[src/rtl/serial_adder_ctrl.sv]
// Bit-serial add sequencer: drives one external full adder LSB-first, keeps the
// carry in a register between bits and assembles the WIDTH-bit sum plus final carry.
//
// state   | meaning
// --------+---------------------------------------------------------------
// S_IDLE  | waiting for start; sum/cout hold the last result
// S_SHIFT | one operand bit pair per cycle through the full adder (busy=1)
// S_DONE  | one-cycle done pulse, then back to S_IDLE
module serial_adder_ctrl #(
  parameter  int WIDTH = 8,
  localparam int CW    = $clog2(WIDTH)
) (
  input  logic             clk,
  input  logic             rst,
  input  logic             start,
  input  logic [WIDTH-1:0] a,
  input  logic [WIDTH-1:0] b,
  input  logic             cin,
  output logic             busy,
  output logic             done,
  output logic [WIDTH-1:0] sum,
  output logic             cout,
  output logic             fa_i0,
  output logic             fa_i1,
  output logic             fa_ci,
  input  logic             fa_s,
  input  logic             fa_co
);

  typedef enum logic [1:0] {
    S_IDLE  = 2'd0,
    S_SHIFT = 2'd1,
    S_DONE  = 2'd2
  } state_t;

  state_t            state_q;
  state_t            state_d;
  logic [WIDTH-1:0]  a_sh;
  logic [WIDTH-1:0]  b_sh;
  logic              carry;
  logic [CW-1:0]     cnt;
  logic              last_bit;

  assign last_bit = (cnt == CW'(WIDTH - 1));

  always_ff @(posedge clk) begin
    if (rst) begin
      state_q <= S_IDLE;
      a_sh    <= '0;
      b_sh    <= '0;
      sum     <= '0;
      cout    <= 1'b0;
      carry   <= 1'b0;
      cnt     <= '0;
    end else begin
      state_q <= state_d;
      case (state_q)
        S_IDLE: begin
          if (start) begin
            a_sh  <= a;
            b_sh  <= b;
            carry <= cin;
            cnt   <= '0;
            sum   <= '0;
            cout  <= 1'b0;
          end
        end
        S_SHIFT: begin
          a_sh  <= a_sh >> 1;
          b_sh  <= b_sh >> 1;
          sum   <= {fa_s, sum[WIDTH-1:1]};
          carry <= fa_co;
          // cnt parks at 0 after the last bit so it never wraps
          if (last_bit) begin
            cout <= fa_co;
            cnt  <= '0;
          end else begin
            cnt  <= cnt + 1'b1;
          end
        end
        default: ;
      endcase
    end
  end

  always_comb begin
    state_d = state_q;
    busy    = 1'b0;
    done    = 1'b0;
    fa_i0   = 1'b0;
    fa_i1   = 1'b0;
    fa_ci   = 1'b0;
    case (state_q)
      S_IDLE: begin
        if (start) state_d = S_SHIFT;
      end
      S_SHIFT: begin
        busy  = 1'b1;
        fa_i0 = a_sh[0];
        fa_i1 = b_sh[0];
        fa_ci = carry;
        if (last_bit) state_d = S_DONE;
      end
      S_DONE: begin
        done    = 1'b1;
        state_d = S_IDLE;
      end
      default: state_d = S_IDLE;
    endcase
  end

endmodule

[config.mk]
export PLATFORM = sky130hd
export DESIGN_NAME = serial_adder_ctrl
export DESIGN_NICKNAME = d
export VERILOG_FILES = /design/src/rtl/serial_adder_ctrl.sv
export SDC_FILE = /design/constraint.sdc
export NUM_CORES = 1
export LEC_CHECK = 0
export CAP_MARGIN = 20
export CELL_PAD_IN_SITES_DETAIL_PLACEMENT = 1
export CELL_PAD_IN_SITES_GLOBAL_PLACEMENT = 1
export CORE_MARGIN = 4
export CORE_UTILIZATION = 39
export DETAILED_ROUTE_END_ITERATION = 12
export PLACE_DENSITY_LB_ADDON = 0.3
export SLEW_MARGIN = 10
export SYNTH_ARGS = -nofsm -noshare
export SYNTH_HDL_FRONTEND = slang
export SYNTH_SLANG_ARGS = --single-unit
[constraint.sdc]
create_clock -name clk -period 2.1 [get_ports clk]
set_input_delay 0.63 -clock clk [delete_from_list [all_inputs] [get_ports clk]]
set_output_delay 0.63 -clock clk [all_outputs]
set_load 0.02 [all_outputs]
==> flow_metrics.py, run 1 <==
metrics = {
    "clocking": {
        "ctsRootBufferMaster": "clkbuf_8",
        "clock_latency_ps": 270,
        "clk_pin_slew_ps": 60,
        "cts_sinks": 31,
        "cts.repair.resized": 7,
        "hold_buffers": 0,
        "htree_levels": 2,
        "post-cts-setup-buffers": 0,
        "cts_tree": "done",
        "cts_buffers": 5,
        "clk_path_buf_depth": 2,
    },
    "synthesis": {
        "synth_compound_area_share_pct": 22.83,
        "syn_area_um2": 1441,
        "synth_area_per_cell_um2": 10.22,
        "synth-adder-area-share_pct": 2.604,
        "ys.warnings.count": 0,
        "yosysSeqAreaShare_pct": 43.06,
        "synth_top_family_by_area": "compound AO/OA/AOI/OAI gates",
        "synth_nets": 166,
        "netlist_instances": 141,
        "synthSimpleGateAreaFrac_pct": 13.63,
        "synth-xor-area-share_pct": 0,
        "synthMuxAreaShare_pct": 10.42,
        "yosys_register_bits": 31,
        "ys_types": 27,
    },
    "placement": {
        "port-buffer-count": 35,
        "globalplace.congestion": 0.7063,
        "dp_hpwl_um": 2483,
    },
    "sta": {
        "fin_crit_ps": 1953,
        "finClkSkew_ps": 6.159,
        "worst_slew_pin_slew_ps": 345.3,
        "final_hold_viol_count": 0,
        "fin_crit_sh_pct": 92.99,
        "slew_viol_final": 0,
        "setup_viol": 0,
        "holdWs_ps": 485.0,
        "rsz0062_at_grt": "false",
        "max_slew_margin_pct": 76.98,
        "timing.fmax_ghz": 0.5121,
    },
    "floorplan": {
        "num_rows": 21,
        "ios": 36,
        "die_h_um": 68.80,
        "start_util_pct": 41.88,
        "core_um2": 3442,
        "die-area_um2": 4733,
        "die_w_um": 68.80,
    },
    "global_route": {
        "antenna_found_initial": 0,
        "grt_overflow": 0,
        "grt_first_pass_wirelength_um": 5692,
        "grt_pass1_vias": 1224,
        "grtUsageTotal_pct": 16.57,
        "grt_max_degree": 32,
    },
    "power": {
        "combPwrFrac_pct": 17.0,
        "power_mw": 1.292,
        "p_sw_mw": 0.3273,
        "power.internal_mw": 0.9644,
        "switching_share_pct": 25.34,
        "p_clk_share_pct": 33.5,
        "p_leak_nw": 0.7503,
        "powerDensity_nw_per_um2": 673.9,
        "peakVddDrop_uv": 387.0,
        "power_frac_seq_pct": 49.6,
    },
    "drt": {
        "wl_um": 3392,
        "drc_errors": 0,
        "routed_via_density": 5.124,
        "dr.pass1.iters": 4,
        "drtIter0Drc": 30,
        "wl_per_cell_um": 15.08,
        "route.vias.total": 1153,
        "antenna_left": 0,
    },
    "worst_setup_path": {
        "r2r-start": "state_q[0]",
        "crit_type": "flop to output pin",
        "cp.arrival_ps": 1320,
        "cp.required_ps": 1470,
        "reg2reg_slack_ps": 560,
        "r2r-end": "b_sh[2]",
        "crit_start": "state_q[0]",
        "crit_fanout": 5,
        "cp-end-kind": "output pin",
        "critPathLaunchType": "flop",
        "r2r_cells": 6,
    },
    "layout": {
        "final_cell_mix": "31 x dfxtp_1, 30 x clkdlybuf4s50_1, 23 x nor2_1, 15 x mux2i_1, 14 x a211oi_2",
        "drive_above_1_share_pct": 20.11,
        "diodes": 0,
        "syn2layout_area_growth_pct": 32.99,
        "finalNetCount": 203,
        "mostFrequentLayoutCell": "dfxtp_1",
        "fin_util_pct": 55.69,
    },
    "worst_hold_path": {
        "whs_path_depth": 2,
        "min_path_type": "flop to flop",
        "worstHoldStart": "cout",
        "min_to": "cout",
    },
    "run_status": {
        "status": "finished, final reports clean",
    },
    "run": {
        "max_cap_viol_count": 0,
    },
}
## layout make-up
class	count	area (um2)
well taps	46	57.56
inverters	4	15.01
fillers	405	1525
clock inverters	1	5.005
multi-input cells	94	720.7
flip-flops and latches	31	620.6
repair buffers	42	421.7
clock buffers	7	76.32
## through the flow
| stage | instances | setup TNS, ps | instance area (um2) | setup WS (ps) |
|---|---|---|---|---|
| 2_1_floorplan | 141 | 0 | 1441 | 367.9 |
| 3_3_place_gp | 217 | 0 | 1834 | 47.69 |
| 3_5_place_dp | 217 | -196.4 | 1834 | -78.11 |
| 4_1_cts | 225 | 0 | 1917 | 114.9 |
| 5_1_grt | 225 | 0 | 1917 | 49.16 |
| 6_report | 225 | 0 | 1917 | 147.3 |
## state kept, by name (all words and copies together) (netlist names)
name	cells
state_q	2
sum	8
cout	1
cnt	3
b_sh	8
carry	1
a_sh	8
## cells in the mapped netlist (all sizes together)
library cell / number / area [um2]
ha: 3 / 37.54
o21bai: 1 / 7.510
dfxtp: 31 / 620.6
nand2: 1 / 3.750
inv: 4 / 15.01
nand3: 1 / 5.000
a31oi: 1 / 6.260
mux2i: 15 / 150.1
o21ai: 2 / 10.01
nor2: 29 / 123.9
o21ba: 1 / 16.27
o221a: 1 / 11.26
a22oi: 11 / 82.58
nand3b: 3 / 22.52
nor3: 2 / 10.01
nor2b: 3 / 18.77
a211oi: 14 / 175.2
and2: 2 / 12.51
a21oi: 4 / 20.02
clkbuf: 3 / 15.02
buf: 9 / 77.57
## worst max-delay path by stage
stage                        to  slack [ps]  cells past startpoint
after global routing      fa_ci          50                      4
after floorplan           fa_i0         370                      5
after CTS                 fa_i0         110                      3
after detailed placement  fa_i0         -80                      3
final                     fa_ci         150                      4
after global placement    fa_ci          50                      4
## worst max-delay path: stages, from the launching register on
cell and delay [ps]:
dfxtp_1 330, nor2b_4 210, inv_2 70, nor2_1 100, dlygate4sd2_1 340
## routing by layer
| layer | vias to the layer above | share of wire [%] | track usage, % |
|---|---|---|---|
| li1 | 567 | - | - |
| met3 | 5 | 4.3 | 4.700 |
| met5 | - | 0 | 0 |
| met1 | 558 | 42 | 18.00 |
| met2 | 23 | 53 | 29.68 |
| met4 | 0 | 1.1 | 7.299 |
## power groups by stage
stage | Combinational, mW | Clock (mW) | Sequential [mW]
2_1_floorplan | 0.147 | 0 | 0.648
3_3_place_gp | 0.212 | 0 | 0.650
3_5_place_dp | 0.222 | 0 | 0.653
4_1_cts | 0.222 | 0.448 | 0.641
5_1_grt | 0.241 | 0.473 | 0.645
6_report | 0.219 | 0.432 | 0.640
## kinds of logic after synthesis
| family | count (synthesis) |
|---|---|
| and+or+nand+nor | 41 |
| AOI/OAI and AO/OA | 35 |
| DFF | 31 |
| buffers and inverters | 16 |
| muxes | 15 |
| adders and majority gates | 3 |
Power figures use the tool's default switching activity.
==> inputs of run 2 (changes only) <==
--- a/config.mk
+++ b/config.mk
@@ -12,7 +12,6 @@
 export CORE_UTILIZATION = 39
 export DETAILED_ROUTE_END_ITERATION = 12
 export PLACE_DENSITY_LB_ADDON = 0.3
-export SLEW_MARGIN = 10
 export SYNTH_ARGS = -nofsm -noshare
 export SYNTH_HDL_FRONTEND = slang
 export SYNTH_SLANG_ARGS = --single-unit
==> results of run 2 <==
No change in the layout: final DEF, timing and power equal those of run 1.
